File: src/rtl/pwm_multi.sv
// Multi-channel PWM generator: shared prescaled period counter (edge- or
// centre-aligned), per-channel duty and polarity, with double-buffered
// period/duty/center updates that take effect only at a period boundary.
module pwm_multi #(
  parameter int unsigned WIDTH      = 8,
  parameter int unsigned CHANNELS   = 2,
  parameter int unsigned PRESCALE_W = 8
) (
  input  logic                        clk,
  input  logic                        rst,
  input  logic                        enable,
  input  logic [PRESCALE_W-1:0]       prescale,
  input  logic [WIDTH-1:0]            period,
  input  logic [CHANNELS*WIDTH-1:0]   duty,
  input  logic                        center,
  input  logic                        duty_load,
  input  logic [CHANNELS-1:0]         invert,
  output logic [CHANNELS-1:0]         pwm_out,
  output logic                        period_tick,
  output logic                        load_pending
);

  localparam int unsigned DUTY_W = CHANNELS * WIDTH;

  typedef enum logic {
    DIR_UP   = 1'b0,
    DIR_DOWN = 1'b1
  } dir_e;

  // Counter state
  logic [PRESCALE_W-1:0] r_pre_cnt;
  logic [WIDTH-1:0]      r_cnt;
  dir_e                  r_dir;

  // Active and shadow configuration
  logic [WIDTH-1:0]      r_period_a;
  logic [WIDTH-1:0]      r_period_s;
  logic [DUTY_W-1:0]     r_duty_a;
  logic [DUTY_W-1:0]     r_duty_s;
  logic                  r_center_a;
  logic                  r_center_s;
  logic                  r_pending;

  // Registered outputs
  logic [CHANNELS-1:0]   r_pwm;
  logic                  r_tick;

  // Next-state signals
  logic                  w_tick;
  logic                  w_wrap;
  logic                  w_apply;
  logic [PRESCALE_W-1:0] w_pre_nxt;
  logic [WIDTH-1:0]      w_cnt_nxt;
  dir_e                  w_dir_nxt;
  logic                  w_pending_nxt;
  logic [CHANNELS-1:0]   w_raw;
  logic [CHANNELS-1:0]   w_pwm_nxt;

  assign w_tick = (r_pre_cnt == prescale);

  // Prescaler and period counter next state, wrap detection, shadow apply
  always_comb begin
    w_pre_nxt = r_pre_cnt;
    w_cnt_nxt = r_cnt;
    w_dir_nxt = r_dir;
    w_wrap    = 1'b0;
    w_apply   = 1'b0;
    if (!enable) begin
      w_pre_nxt = '0;
      w_cnt_nxt = '0;
      w_dir_nxt = DIR_UP;
      w_apply   = r_pending;
    end else begin
      w_pre_nxt = w_tick ? '0 : (r_pre_cnt + PRESCALE_W'(1));
      if (w_tick) begin
        if (!r_center_a) begin
          if (r_cnt == r_period_a) begin
            w_cnt_nxt = '0;
            w_wrap    = 1'b1;
          end else begin
            w_cnt_nxt = r_cnt + WIDTH'(1);
          end
        end else if (r_period_a == '0) begin
          // Degenerate centre period: counter parks at 0, every tick wraps
          w_cnt_nxt = '0;
          w_dir_nxt = DIR_UP;
          w_wrap    = 1'b1;
        end else if (r_dir == DIR_UP) begin
          if (r_cnt < r_period_a) begin
            w_cnt_nxt = r_cnt + WIDTH'(1);
          end else begin
            w_cnt_nxt = r_period_a - WIDTH'(1);
            w_dir_nxt = DIR_DOWN;
          end
        end else begin
          if (r_cnt != '0) begin
            w_cnt_nxt = r_cnt - WIDTH'(1);
          end else begin
            w_cnt_nxt = WIDTH'(1);
            w_dir_nxt = DIR_UP;
            w_wrap    = 1'b1;
          end
        end
      end
      w_apply = w_wrap & r_pending;
      if (w_apply) begin
        // New configuration always starts a fresh period from zero
        w_cnt_nxt = '0;
        w_dir_nxt = DIR_UP;
      end
    end
    // A load coinciding with an apply refills the shadow, so stay pending
    if (duty_load) begin
      w_pending_nxt = 1'b1;
    end else if (w_apply) begin
      w_pending_nxt = 1'b0;
    end else begin
      w_pending_nxt = r_pending;
    end
  end

  // Per-channel compare and polarity; idle level is the polarity itself
  always_comb begin
    w_raw = '0;
    for (int i = 0; i < int'(CHANNELS); i++) begin
      w_raw[i] = (r_cnt < r_duty_a[i*WIDTH +: WIDTH]);
    end
    w_pwm_nxt = enable ? (w_raw ^ invert) : invert;
  end

  // Counter, direction and prescaler registers
  always_ff @(posedge clk or negedge rst) begin
    if (!rst) begin
      r_pre_cnt <= '0;
      r_cnt     <= '0;
      r_dir     <= DIR_UP;
    end else begin
      r_pre_cnt <= w_pre_nxt;
      r_cnt     <= w_cnt_nxt;
      r_dir     <= w_dir_nxt;
    end
  end

  // Shadow capture, active update and pending flag
  always_ff @(posedge clk or negedge rst) begin
    if (!rst) begin
      r_period_a <= '1;
      r_period_s <= '1;
      r_duty_a   <= '0;
      r_duty_s   <= '0;
      r_center_a <= 1'b0;
      r_center_s <= 1'b0;
      r_pending  <= 1'b0;
    end else begin
      if (w_apply) begin
        r_period_a <= r_period_s;
        r_duty_a   <= r_duty_s;
        r_center_a <= r_center_s;
      end
      if (duty_load) begin
        r_period_s <= period;
        r_duty_s   <= duty;
        r_center_s <= center;
      end
      r_pending <= w_pending_nxt;
    end
  end

  // Output registers
  always_ff @(posedge clk or negedge rst) begin
    if (!rst) begin
      r_pwm  <= '0;
      r_tick <= 1'b0;
    end else begin
      r_pwm  <= w_pwm_nxt;
      r_tick <= w_wrap;
    end
  end

  assign pwm_out      = r_pwm;
  assign period_tick  = r_tick;
  assign load_pending = r_pending;

endmodule

File: config.mk
export PLATFORM = sky130hd
export DESIGN_NAME = pwm_multi
export DESIGN_NICKNAME = d
export VERILOG_FILES = /design/src/rtl/pwm_multi.sv
export SDC_FILE = /design/constraint.sdc
export NUM_CORES = 1
export LEC_CHECK = 0
export ABC_CLOCK_PERIOD_IN_PS = 3400
export CORE_MARGIN = 8
export CORE_UTILIZATION = 45
export DETAILED_ROUTE_END_ITERATION = 7
export PLACE_DENSITY = 0.64
export SLEW_MARGIN = 10
export SYNTH_ARGS = -nofsm -noshare
export SYNTH_HDL_FRONTEND = slang
export SYNTH_SLANG_ARGS = --single-unit
File: constraint.sdc
create_clock -name clk -period 3.4 [get_ports clk]
set_input_delay 0.34 -clock clk [delete_from_list [all_inputs] [get_ports clk]]
set_output_delay 0.34 -clock clk [all_outputs]
set_load 0.05 [all_outputs]
==> impl_metrics.ini, run 1 <==
[critical_path]
timing.setup.critical_path_class = reg2reg
path_max_fanout = 25
timing.critical_path.buf_inv = 2
r2r_cells = 9
critical-path-slowest-cell = o41ai_1
worst_path_cell_trace = inv_1, ha_1, nand2_1, o41ai_1, buf_12, nand3b_2, nand2_2, nand2_4, mux2_1
startpoint_type = flop
end_kind = flop
worstReg2RegEnd = r_duty_a[14]
timing.critical_path.max_delay_family = compound AO/OA/AOI/OAI gates
max_stage_delay_ns = 0.58
rr_startpoint = r_period_a[7]
worst-endpoint-arrival_ns = 3.01
reg2reg_setup_slack_ns = 0.63
worst-endpoint-required_ns = 3.64

[sta]
final-hold-violation-count = 0
fin_crit_sh_pct = 81.5
relSlewSlack_pct = 26.3
setup_repair_after_global_routing_missed_its_margin = no
final.setup.tns_ns = 0
timing.final.ws_setup_ns = 0.629
final.setup_skew_ns = 0.0118
final_setup_vio_count = 0
max_freq_ghz = 0.361
final-max-slew-violation-count = 0
timing_worst_slew_pin_value_ns = 1.11
finalCriticalPeriod_ns = 2.77

[run_status]
outcome = complete, no violations

[detailed_routing]
drtPass1Iterations = 4
wire_per_inst_um = 15.5
detail_route.iter0.violations = 126
routed_wl_um = 8490
drt_drc_violations_left = 0
vias = 2972
drt.antenna.violating_nets = 0
via_per_inst = 5.41

[pwr]
p_leak_nw = 2.36
peakVddDrop_v = 0.000272
pwr_per_cell_area_nw_per_um2 = 453

[cts]
tritoncts = yes
total_cts_buffers = 9
clk_root_buffer_cell = clkbuf_8
cts.htree.levels = 3
path_clk_slew_ns = 0.08
post_cts_resized = 0
post_cts.repair.setup_buffers = 0
worstSkewPairLatency_ns = 0.35
cts.sinks = 71
clockBufferDepth = 2
postCtsHoldBufs = 0

[logic_synthesis]
synthDistinctLibCells = 54
post_synth_and_or_nand_nor_area_fraction_pct = 11.4
combinational_family_with_the_most_area_after_synthesis = multiplexers
ys_seq_elements = 71
synthMuxAreaShare_pct = 15.5
synth_flop_cell = dfrtp_1
synth_area_per_cell_um2 = 10.8
ys_warn_count = 0
synthTopCellsByArea = dfrtp_1 33%, dfstp_2 10%, ha_1 8.4%, mux2_4 7.2%, mux2_2 7.0%
post-synth-top-area-fraction_pct = 32.9
synthesized_area_fraction_occupied_by_ao_oa_aoi_and_oai_cells_pct = 11.5
synth-edff-count = 0
synthesis.area_um2 = 4180
gate_count_of_the_mapped_netlist = 386
dominant_cell_type_by_area_after_synthesis = dfrtp_1
synthXorXnorAreaFrac_pct = 5.45
synthAdderAreaFrac_pct = 8.38
postSynthNetCount = 453
asyncSetResetFlopFracSynth_pct = 100
ys_seq_area_share_pct = 43.0

[finish]
number_of_fill_cells = 842
flow.area_growth_from_synthesis_pct = 18.9
final_nets = 500
layout.core_utilization_pct = 54.6
antenna-diode-count = 0
layout.cells.most_common = dfrtp_1
layout_common_cells = 55 x dfrtp_1, 40 x clkdlybuf4s50_1, 29 x inv_1, 28 x ha_1, 26 x mux2_2
post_route_cells_drive_above_1_share_pct = 22.4

[placed_design]
dp_hpwl_um = 6210
placement.io_buffers = 42
gpl.final_weighted_congestion = 0.884
pre_cts_slack_ns = 0.624

[global_routing]
overflow_after_grt = 0
total_routing_usage_reported_by_global_routing_pct = 14.2
grt_first_pass_wirelength_um = 14500
maximum_number_of_pins_on_one_net_before_global_route_repair = 50
grt_antenna_before_repair = 0
grt_pass1_vias = 3039

[floorplanning]
boundaryPins = 43
design.core.area_um2 = 9110
floorplan.die_area_um2 = 12600
initial_core_util_pct = 45.9
number_of_rows_created_at_floorplan = 35
die_h_um = 112
floorplan.die.width_um = 112

[run]
number_of_max_cap_violations = 0

[worst_hold_path]
min_path_type = in2async
per-stage QoR:
step                instance area [µm²]  total power (W)  hold slack (ns)  std cells
floorplan                          4180          0.00135           0.0444        386
CTS                                4970          0.00228            0.226        549
detailed placement                 4750          0.00150            0.494        533
global placement                   4750          0.00149            0.476        533
finish                             4970          0.00225            0.192        549
global route                       4970          0.00237            0.268        549
worst max-delay path by stage:
stage / from / endpoint / slack, ns / depth (start not counted)
2_1_floorplan: r_period_a[7] / r_cnt[3] / 0.99 / 9
6_report: r_period_a[7] / r_duty_a[14] / 0.63 / 9
5_1_grt: r_period_a[7] / r_duty_a[14] / 0.44 / 9
3_5_place_dp: r_period_a[7] / r_duty_a[14] / 0.62 / 9
4_1_cts: r_period_a[7] / r_duty_a[14] / 0.61 / 9
3_3_place_gp: prescale[4] / r_duty_a[14] / 0.68 / 8
kinds of logic after synthesis:
| kind of cell | after synthesis |
|---|---|
| simple gates | 93 |
| flops | 71 |
| compound gates | 69 |
| mux | 51 |
| buf+inv | 48 |
| fa+ha+maj | 28 |
| xor+xnor | 26 |
Yosys cell counts (12+ instances only):
cell and count:
dfrtp_1 55, inv_1 29, ha_1 28, mux2_2 26, nor2_1 23, nand2_1 21
mux2_4 20, dfstp_2 16, xor2_1 15, nand3_1 13, a21oi_1 12, clkbuf_1 12
area by class of cell:
| cell class | instances | area, µm² | area share (%) |
|---|---|---|---|
| timing repair buffer | 53 | 505 | 10.2 |
| multi-input combinational | 267 | 2180 | 44.0 |
| clock buffer | 10 | 138 | 2.77 |
| sequential | 71 | 1800 | 36.2 |
| clock inverter | 6 | 90.1 | 1.81 |
| inverter | 31 | 116 | 2.34 |
| tap | 111 | 139 | 2.79 |
per-layer routing:
| metal | share of wire [%] | wire length, µm | vias to the layer above | GRT usage (%) |
|---|---|---|---|---|
| li1 | - | - | 1453 | - |
| met1 | 48 | 4060 | 1431 | 18.4 |
| met2 | 45 | 3850 | 75 | 22.4 |
| met3 | 5.5 | 469 | 13 | 3.38 |
| met4 | 1.4 | 117 | 0 | 5.85 |
| met5 | 0 | 0 | - | 0 |
where the power goes:
group / switching (W) / internal [W]
Combinational: 0.000201 / 0.000246
Sequential: 0.0000718 / 0.000962
Clock: 0.000333 / 0.000437
state kept, by name (all words and copies together) (netlist names):
register and cells:
r_cnt 8, r_duty_a 16, r_center_s 1, pwm_out 2, period_tick 1, r_pre_cnt 8, r_duty_s 16, r_center_a 1
r_period_s 8, r_period_a 8, load_pending 1, r_dir 1
Power figures use the tool's default switching activity.
==> run 2, diff against run 1 <==
--- a/config.mk
+++ b/config.mk
@@ -5,7 +5,7 @@
 export SDC_FILE = /design/constraint.sdc
 export NUM_CORES = 1
 export LEC_CHECK = 0
-export ABC_CLOCK_PERIOD_IN_PS = 3400
+export ABC_CLOCK_PERIOD_IN_PS = 2700
 export CORE_MARGIN = 8
 export CORE_UTILIZATION = 45
 export DETAILED_ROUTE_END_ITERATION = 7
==> constraint.sdc (replaced) <==
create_clock -name clk -period 2.7 [get_ports clk]
set_input_delay 0.27 -clock clk [delete_from_list [all_inputs] [get_ports clk]]
set_output_delay 0.27 -clock clk [all_outputs]
set_load 0.05 [all_outputs]
==> run 2 against run 1 <==
Net effect:
- maximum frequency rose by 7.5%
- sequential power up 26%
- core utilization up 0.52 points
- global-route usage increased by 0.34 points
- total power rose by 26%
- setup slack worse by 0.51 ns
- register-to-register slack worse by 0.51 ns
- sequential cell count unchanged
- sequential share of layout area is 0.34 points lower
==> impl_metrics.ini, run 2 (synthesized netlist as in run 1, its figures left out) <==
[run_status]
outcome = complete, no violations

[finish]
footprint_of_the_flip_flops_and_latches_um2 = 1800
final_nets = 506
flow.area_growth_from_synthesis_pct = 20.0
area_of_the_multi_input_gates_um2 = 2190
layout_top_registers = r_duty_a (16), r_duty_s (16)
antenna-diode-count = 0
layout.cells.most_common = dfrtp_1
number_of_fill_cells = 808
layout_common_cells = 55 x dfrtp_1, 41 x clkdlybuf4s50_1, 29 x inv_1, 28 x ha_1, 26 x mux2_2
post_route_cells_drive_above_1_share_pct = 23.0

[sta]
relSlewSlack_pct = 66.3
final.setup_skew_ns = 0.0128
final_setup_vio_count = 0
final-max-slew-violation-count = 0
timing_worst_slew_pin_value_ns = 0.503
final.setup.tns_ns = 0
finalCriticalPeriod_ns = 2.58
max_freq_ghz = 0.388
setup_repair_after_global_routing_missed_its_margin = no
fin_crit_sh_pct = 95.4
final-hold-violation-count = 0

[detailed_routing]
routed_wl_um = 8750
drt_drc_violations_left = 0
drtPass1Iterations = 4
vias = 3044
via_per_inst = 5.48
wire_per_inst_um = 15.8
detail_route.iter0.violations = 135
drt.antenna.violating_nets = 0

[placed_design]
dp_hpwl_um = 6440
placement.io_buffers = 42
gpl.final_weighted_congestion = 0.935

[critical_path]
end_kind = flop
worst-endpoint-required_ns = 2.93
startpoint_type = flop
max_stage_delay_ns = 0.57
timing.setup.critical_path_class = reg2reg
reg2reg_setup_slack_ns = 0.12
critical-path-slowest-cell = dfstp_2
worst_path_cell_trace = inv_1, ha_1, nand2_1, o41ai_1, buf_4, nand3b_2, nand2_2, nand2_8, mux2_1
worst-endpoint-arrival_ns = 2.81
path_max_fanout = 25

[floorplanning]
boundaryPins = 43
die_h_um = 112
floorplan.die.width_um = 112
floorplan.die_area_um2 = 12600
design.core.area_um2 = 9110
initial_core_util_pct = 45.9
number_of_rows_created_at_floorplan = 35

[pwr]
pwr_per_cell_area_nw_per_um2 = 563
peakVddDrop_v = 0.000470
p_leak_nw = 2.39
p_total_w = 0.00283

[global_routing]
overflow_after_grt = 0
grt_first_pass_wirelength_um = 15000
total_routing_usage_reported_by_global_routing_pct = 14.6
maximum_number_of_pins_on_one_net_before_global_route_repair = 38
grt_pass1_vias = 3077
grt_antenna_before_repair = 0

[cts]
tritoncts = yes
path_clk_slew_ns = 0.08
clk_root_buffer_cell = clkbuf_8
cts.sinks = 71
cts.htree.levels = 3
total_cts_buffers = 9
worstSkewPairLatency_ns = 0.34
clockBufferDepth = 2
post_cts.repair.setup_buffers = 0

[run]
number_of_max_cap_violations = 0

[worst_hold_path]
min_path_type = in2async
## run 2: cell types whose count changed in the layout (fill, tap and decap cells not counted), sizes merged
cell / change
clkdlybuf4s50: +1
clkbuf: -1
inv: +1
dlygate4sd3: +1
buf: +4
## run 2: per-stage QoR
stage               setup slack, ns  util [%]  hold slack, ns  cell area [µm²]  instances
detailed placement           0.0715      52.4          0.0712             4770        538
finish                        0.123      55.1           0.255             5020        555
global placement              0.132      52.4          0.0689             4770        538
CTS                          0.0435      55.0           0.238             5010        555
global route                0.00965      55.1           0.261             5020        555
floorplan                     0.292         -         -0.0256             4180        386
## run 2: critical path, delay by kind of cell (launching register included)
kind                     cells  cell delay, ns
AO/OA/AOI/OAI                1            0.38
multiplexers                 1            0.37
buffers and inverters        2            0.33
flip-flops                   1            0.57
AND/OR/NAND/NOR              4            0.52
adder cells (fa/ha/maj)      1            0.29
## run 2: layer usage
metal / vias up / part of all wire (%) / global-route usage, %
met4: 0 / 1.3 / 4.68
met5: - / 0 / 0
met3: 11 / 5.8 / 3.92
li1: 1469 / - / -
met1: 1464 / 47 / 18.8
met2: 100 / 46 / 23.2
## run 2: worst paths after layout
kind,startpoint,end,cells past startpoint
worst max-delay path,r_period_a[7],r_duty_a[14],9
worst max register to register,r_period_a[7],r_duty_a[14],9
worst min register to register,r_center_s,r_center_a,1
worst min-delay path,rst,r_pre_cnt[3],2
max in group asynchronous,rst,r_period_a[7],3
min in group clk,invert[0],pwm_out[0],2
## run 2: timing repair
| item | 4_1_cts | 5_1_grt |
|---|---|---|
| setup endpoints to repair | 0 | 25 |
| hold buffers | 1 | 0 |
| resized for setup | 0 | 1 |
| hold endpoints to repair | 2 | 0 |
## run 2: power breakdown
part / internal [W] / switching, W / total (W)
Clock: 0.000531 / 0.000424 / 0.000955
Combinational: 0.000308 / 0.000258 / 0.000566
Sequential: 0.00121 / 0.0000926 / 0.00130
Total: 0.00205 / 0.000775 / 0.00283
## run 2: layout make-up
cell class | count | area share, %
multi-input combinational | 267 | 43.7
clock buffer | 9 | 2.47
inverter | 31 | 2.32
clock inverter | 7 | 2.04
timing repair buffer | 59 | 10.9
tap | 111 | 2.77
sequential | 71 | 35.8
